### src/rtl/sos_pkg.sv
// Shared definitions for the biquad-cascade sequencer: datapath widths and
// controller state encoding.
package sos_pkg;
  localparam int DATA_W = 16;
  localparam int SEC_W  = 3;
  localparam int CNT_W  = 4;

  typedef enum logic [1:0] {
    IDLE   = 2'd0,
    ISSUE  = 2'd1,
    WAIT   = 2'd2,
    OUTPUT = 2'd3
  } state_e;
endpackage

### src/rtl/sos_cascade_ctrl.sv
// Time-multiplexes one shared biquad datapath over up to NSEC sections,
// feeding each section's result back in as the next section's input.
module sos_cascade_ctrl
  import sos_pkg::*;
#(
  parameter int NSEC    = 4,
  parameter int SOS_LAT = 2
) (
  input  logic              CLK,
  input  logic              nReset,
  input  logic [DATA_W-1:0] din,
  input  logic              in_valid,
  output logic              in_ready,
  input  logic [SEC_W-1:0]  nsec_cfg,
  output logic [DATA_W-1:0] dout,
  output logic              out_valid,
  input  logic              out_ready,
  output logic [DATA_W-1:0] sos_din,
  output logic              sos_CE,
  output logic [SEC_W-1:0]  sos_sec,
  input  logic [DATA_W-1:0] sos_dout,
  output logic              busy
);

  localparam logic [SEC_W-1:0] NSEC_C   = SEC_W'(NSEC);
  localparam logic [CNT_W-1:0] LAT_LAST = CNT_W'(SOS_LAT - 1);

  state_e            state_q, state_d;
  logic [SEC_W-1:0]  k_q, k_d;
  logic [SEC_W-1:0]  n_q, n_d;
  logic [CNT_W-1:0]  cnt_q, cnt_d;
  logic [DATA_W-1:0] work_q, work_d;
  logic [DATA_W-1:0] dout_q, dout_d;
  logic [DATA_W-1:0] sos_din_q, sos_din_d;
  logic [SEC_W-1:0]  sos_sec_q, sos_sec_d;
  logic              in_ready_q, in_ready_d;

  always_comb begin
    state_d   = state_q;
    k_d       = k_q;
    n_d       = n_q;
    cnt_d     = cnt_q;
    work_d    = work_q;
    dout_d    = dout_q;
    sos_din_d = sos_din_q;
    sos_sec_d = sos_sec_q;

    case (state_q)
      IDLE: begin
        if (in_valid && in_ready_q) begin
          work_d = din;
          n_d    = (nsec_cfg > NSEC_C) ? NSEC_C : nsec_cfg;
          k_d    = '0;
          cnt_d  = '0;
          if (n_d == '0) begin
            state_d = OUTPUT;
            dout_d  = din;
          end else begin
            state_d = ISSUE;
          end
        end
      end
      ISSUE: begin
        state_d = WAIT;
        cnt_d   = '0;
      end
      WAIT: begin
        if (cnt_q == LAT_LAST) begin
          // Section result becomes the next section's input.
          work_d = sos_dout;
          cnt_d  = '0;
          k_d    = k_q + SEC_W'(1);
          if (k_d < n_q) begin
            state_d = ISSUE;
          end else begin
            state_d = OUTPUT;
            dout_d  = sos_dout;
          end
        end else begin
          cnt_d = cnt_q + CNT_W'(1);
        end
      end
      OUTPUT: begin
        if (out_ready) state_d = IDLE;
      end
      default: state_d = IDLE;
    endcase

    // Datapath operands are registered on entry to ISSUE and held otherwise.
    if (state_d == ISSUE) begin
      sos_din_d = work_d;
      sos_sec_d = k_d;
    end

    in_ready_d = (state_d == IDLE);
  end

  always_ff @(posedge CLK) begin
    if (!nReset) begin
      state_q    <= IDLE;
      k_q        <= '0;
      n_q        <= '0;
      cnt_q      <= '0;
      work_q     <= '0;
      dout_q     <= '0;
      sos_din_q  <= '0;
      sos_sec_q  <= '0;
      in_ready_q <= 1'b0;
    end else begin
      state_q    <= state_d;
      k_q        <= k_d;
      n_q        <= n_d;
      cnt_q      <= cnt_d;
      work_q     <= work_d;
      dout_q     <= dout_d;
      sos_din_q  <= sos_din_d;
      sos_sec_q  <= sos_sec_d;
      in_ready_q <= in_ready_d;
    end
  end

  assign in_ready  = in_ready_q;
  assign out_valid = (state_q == OUTPUT);
  assign sos_CE    = (state_q == ISSUE);
  assign busy      = (state_q != IDLE);
  assign dout      = dout_q;
  assign sos_din   = sos_din_q;
  assign sos_sec   = sos_sec_q;

endmodule

### config.mk
export PLATFORM = sky130hd
export DESIGN_NAME = sos_cascade_ctrl
export DESIGN_NICKNAME = d
export VERILOG_FILES = /design/src/rtl/sos_pkg.sv /design/src/rtl/sos_cascade_ctrl.sv
export SDC_FILE = /design/constraint.sdc
export NUM_CORES = 1
export LEC_CHECK = 0
export ABC_AREA = 1
export CORE_MARGIN = 2
export CORE_UTILIZATION = 51
export CTS_BUF_LIST = sky130_fd_sc_hd__clkbuf_4
export DETAILED_ROUTE_END_ITERATION = 10
export PLACE_DENSITY = 0.92
export SLEW_MARGIN = 20
export SYNTH_ARGS = -nofsm -noshare
export SYNTH_HDL_FRONTEND = slang
export SYNTH_SLANG_ARGS = --single-unit
### constraint.sdc
create_clock -name CLK -period 2.1 [get_ports CLK]
set_clock_uncertainty 0.05 [all_clocks]
set_input_delay 0.42 -clock CLK [delete_from_list [all_inputs] [get_ports CLK]]
set_output_delay 0.42 -clock CLK [all_outputs]
set_load 0.01 [all_outputs]
Yosys cells after proc, flatten, opt, wreduce, memory -nomap -nowiden
Cells that the tools add are included.
{"block": "op_classes", "addsub": 2, "order_cmp": 2, "eq_ne": 9, "mux": 21, "reduce_logical": 10}
{"cell": "2-to-1 mux 16 bit", "count": 6}
{"cell": "case mux 16 bit (2 select lines)", "count": 2}
{"cell": "case mux 4 bit (3 select lines)", "count": 1}
{"cell": "2-to-1 mux 2 bit", "count": 5}
{"cell": "2-to-1 mux 3 bit", "count": 3}
{"cell": "2-to-1 mux 4 bit", "count": 2}
{"cell": "inequality test 2 bit, second input constant", "count": 4}
{"cell": "case mux 2 bit (4 select lines)", "count": 1}
{"cell": "case mux 3 bit (2 select lines)", "count": 1}
{"cell": "AND reduction 5 bit", "count": 1}
{"cell": "adder 4 x 1 -> 4 bit, second input constant", "count": 1}
{"cell": "== test 2 x 1 -> 1 bit, second input constant", "count": 2}
{"cell": "== test 2 bit, second input constant", "count": 2}
{"cell": "== test 4 x 1 -> 1 bit, second input constant", "count": 1}
{"cell": "zero test 2 bit", "count": 2}
{"cell": "AND reduction 2 bit", "count": 2}
{"cell": "nonzero test 2 bit", "count": 2}
{"cell": "adder 3 x 1 -> 3 bit, second input constant", "count": 1}
{"cell": "greater-than comparator 3 bit, second input constant", "count": 1}
{"cell": "zero test 3 bit", "count": 1}
{"cell": "less-than comparator 3 bit", "count": 1}
{"cell": "nonzero test 3 bit", "count": 1}
{"cell": "logical AND 1 bit", "count": 1}
{"block": "word_totals", "register_bits": 64, "input_bits": 39, "wordCells": 53}

Longest topological paths before layout
{"block": "logic_depth", "word_depth": 7, "mapped_depth": 11}

Worst setup path before layout
Ideal clock, no wire load.
{"block": "synth_path", "path_kind": "register -> register", "start": "reg k_q[0]", "end": "reg sos_din_q[10], in the netlist sos_din[10]", "setup_time_ps": 113, "t_arrival_ps": 1741, "required_ps": 1937, "path_slack_ps": 196, "path_stages_with_launch": 11, "n_path_buf": 1, "cell_sequence": "dfxtp_1 -> ha_1 -> xor2_1 -> ha_1 -> a21oi_1 -> nand2_1 -> nand2_1 -> nand4_4 -> buf_2 -> nor2_1 -> nor2_1"}
{"block": "synth_between", "elab_chain_len": 6}
{"element": "start: declaration", "line_no": "sos_cascade_ctrl.sv:29", "rtl": "logic [SEC_W-1:0] k_q, k_d;"}
{"element": "start signal: assignment", "line_no": "sos_cascade_ctrl.sv:111", "rtl": "k_q <= k_d;"}
{"element": "adder 3 x 1 -> 3 bit", "line_no": "sos_cascade_ctrl.sv:72", "rtl": "k_d = k_q + SEC_W'(1);"}
{"element": "less-than comparator 3 bit", "line_no": "sos_cascade_ctrl.sv:73", "rtl": "if (k_d < n_q) begin"}
{"element": "2-to-1 mux 2 bit", "line_no": "sos_cascade_ctrl.sv:73"}
{"element": "2-to-1 mux 2 bit", "line_no": "sos_cascade_ctrl.sv:68", "rtl": "if (cnt_q == LAT_LAST) begin"}
{"element": "case mux 2 bit (4 select lines)", "line_no": "sos_cascade_ctrl.sv:48", "rtl": "case (state_q)"}
{"element": "== test 2 x 1 -> 1 bit", "line_no": "sos_cascade_ctrl.sv:90", "rtl": "if (state_d == ISSUE) begin"}
{"element": "end signal: assignment", "line_no": "sos_cascade_ctrl.sv:116", "rtl": "sos_din_q <= sos_din_d;"}
{"element": "end: declaration", "line_no": "sos_cascade_ctrl.sv:34", "rtl": "logic [DATA_W-1:0] sos_din_q, sos_din_d;"}
Every way passes these cells.
A chain may end at the register's enable or synchronous reset.

Worst setup path after layout
{"block": "layout_path", "start": "reg k_q[0]", "end": "reg sos_din_q[11], in the netlist sos_din[11]"}
The elaborated chain is that of the path after synthesis.

==> results.json <==
{
  "outcome": "finished, final reports clean",
  "die_y_um": 81.7,
  "cap_violations": 0,
  "r2r-start": "k_q[0]",
  "ff_latch_area_um2": 1290,
  "swShare": 0.401,
  "cp_max_fo": 32,
  "nFillCells": 468,
  "path_cells": "ha_1 > xor2_1 > ha_1 > a21oi_2 > nand2_1 > nand2_2 > nand4_4 > buf_12 > nor2_1 > nor2_1",
  "antenna_found_initial": 0,
  "hp-class": "register to register",
  "cts_setup_buffers": 0,
  "clock_sinks": 64,
  "final_cells": 623,
  "place.gp.congestion": 0.853,
  "clockRootBuffer": "clkbuf_4",
  "syn-mean-instance-area_um2": 6.61,
  "vias": 3082,
  "setup_violations": 0,
  "io_pins": 78,
  "grt_pass1_wl_um": 12300,
  "worst_pin_slew_ns": 0.759,
  "synth-seq-cells": 64,
  "grt-ovfl-total": 0,
  "critPathKind": "register to register",
  "routed_wl_um": 7830,
  "clock.fmax_ghz": 0.488,
  "endpoint": "sos_din[11]",
  "htree_levels": 3,
  "whs_path_depth": 2,
  "p_int_mw": 2.74,
  "design_power_total_mw": 4.58,
  "clk_pin_slew_ns": 0.11,
  "wire_per_inst_um": 12.6,
  "maxSlewViolCount": 0,
  "power_switching_mw": 1.84,
  "dr.first_iter.drc_count": 196,
  "relSlewSlack": 0.493,
  "drtPass1Iterations": 4,
  "antenna_cells": 0,
  "synth_nets": 509,
  "area_delta_synth_final_pct": 33.2,
  "cts_tree": "yes",
  "ys_types": 26,
  "syn_area_um2": 3080,
  "reg2reg_depth": 10,
  "die_x_um": 81.7,
  "clk_latency_ns": 0.41,
  "grtUsageTotal": 0.243,
  "yosys_warnings": 0,
  "postCtsHoldBufs": 0,
  "r2r_end": "sos_din[11]",
  "finalHoldViolCount": 0,
  "synth-seq-area-share": 0.417,
  "grt_max_degree": 33,
  "ant_nets": 0,
  "rrSetupSlack_ns": 0.05,
  "fin_nets": 587,
  "tns_ns": 0,
  "holdWs_ns": 0.400,
  "power_density_nw_per_um2": 1120,
  "pwr-share-comb": 0.476,
  "die_area_um2": 6670,
  "core_area_um2": 5890,
  "endpoint_kind": "register",
  "place_inst": 607,
  "multi_input_area_um2": 1410,
  "syn_inst": 465,
  "crit_path_start_kind": "register",
  "numPortBuffers": 77,
  "hpwl_um": 5730,
  "routed_via_density": 4.95,
  "drive_above_1_share": 0.102,
  "period_share": 0.975,
  "slowest_delay_ns": 0.35,
  "clkPwrFrac": 0.155,
  "cp_data_required_time_ns": 2.35,
  "rsz0062_at_grt": "true",
  "vdd_drop_max_mv": 0.824,
  "critPathSlowestCell": "dfxtp_2",
  "critPathLaunch": "k_q[0]",
  "cts.path.max_buffers": 2,
  "cp.arrival_ns": 2.30,
  "rows": 28,
  "route.detailed.drc": 0,
  "cts_made_buffers": 9,
  "grt_pass1_vias": 2937,
  "cellLeakagePower_nw": 1.90,
  "seq_power_share": 0.369,
  "period_needed_ns": 2.05,
  "start_util": 0.523
}
## final cells by class
cell class | instances | share of cell area
Sequential cell | 64 | 0.314
Timing Repair Buffer | 86 | 0.211
Multi-Input combinational cell | 295 | 0.345
Clock inverter | 4 | 0.00519
Tap cell | 75 | 0.0229
Clock buffer | 12 | 0.0220
Inverter | 87 | 0.0797
## state kept, by name, indices dropped and copies added (netlist names)
| register | count |
|---|---|
| cnt_q | 4 |
| sos_din | 16 |
| in_ready | 1 |
| dout | 16 |
| sos_sec | 3 |
| work_q | 16 |
| state_q | 2 |
| n_q | 3 |
| k_q | 3 |
## per-layer routing
layer | up-vias | part of all wire | GRT usage
met5 | - | 0 | 0
li1 | 1579 | - | -
met3 | 12 | 0.058 | 0.0604
met4 | 0 | 0.016 | 0.103
met1 | 1396 | 0.41 | 0.263
met2 | 95 | 0.51 | 0.447
## power groups by stage
stage	combinational, mW	clock, mW	sequential (mW)
after floorplan	1.18	0	1.78
after detailed placement	2.11	0	1.71
after CTS	2.12	0.720	1.68
final	2.18	0.710	1.69
after global routing	2.43	0.770	1.72
after global placement	2.02	0	1.69
## cells in the final DEF, fill, tap and decap left out, types with 3 or more instances in the layout
cell type        count
nand3_2              3
nand2_1            124
dfxtp_1             61
o21ai_0             20
nand3_1             10
nor2_2               5
buf_4                7
o21ai_1             32
ha_1                 5
a21oi_1             39
inv_1               74
nor2_1              42
clkbuf_4            12
clkdlybuf4s50_1     76
inv_2               13
## worst min-delay path by stage
stage	start	endpoint	slack, ns
floorplan	n_q[1]	n_q[1]	0.39
global placement	dout[8]	dout[8]	0.38
detailed placement	dout[3]	dout[3]	0.39
CTS	dout[3]	dout[3]	0.40
global route	dout[7]	dout[7]	0.41
finish	dout[12]	dout[12]	0.40
## per-stage QoR
stage               area (um2)  worst slack [ns]  utilization
floorplan                 3080             0.196            -
global placement          3950             0.152        0.670
detailed placement        3950            0.0194        0.670
CTS                       4060            0.0106        0.690
global route              4100           -0.0355        0.696
finish                    4100            0.0523        0.696
## kinds of logic after synthesis
| logic type | Yosys count | share of synthesized area |
|---|---|---|
| simple gates | 192 | 0.262 |
| buf+inv | 106 | 0.134 |
| compound gates | 95 | 0.158 |
| flops | 64 | 0.417 |
| fa+ha+maj | 5 | 0.0203 |
| xor+xnor | 3 | 0.00855 |
## repair_timing
item	in CTS	in global routing
setup endpoints to repair	4	25
gates resized for setup	2	12
pin swaps	0	3
cloned	0	0
## synth_stat cells, drive strengths merged
cell      n  area, um2
inv      87        327
o21ai    52        260
nor2     50        211
nand3    14       92.6
a31oi     1       6.26
nor3      1       5.00
nand4     1       21.3
dfxtp    64       1280
a21oi    41        209
ha        5       62.6
buf       9       48.8
nand3b    1       7.51
clkbuf   10       37.5
o211a     1       10.0
xor2      2       17.5
nand2   125        469
xnor2     1       8.76
## worst max-delay path: cells and delay by family (launching register included)
| kind | cells | cell delay [ns] |
|---|---|---|
| compound gates | 1 | 0.17 |
| fa+ha+maj | 2 | 0.54 |
| simple gates | 5 | 0.49 |
| buf+inv | 1 | 0.19 |
| xor+xnor | 1 | 0.15 |
| flops | 1 | 0.35 |
(Power assumes the default switching activity.)
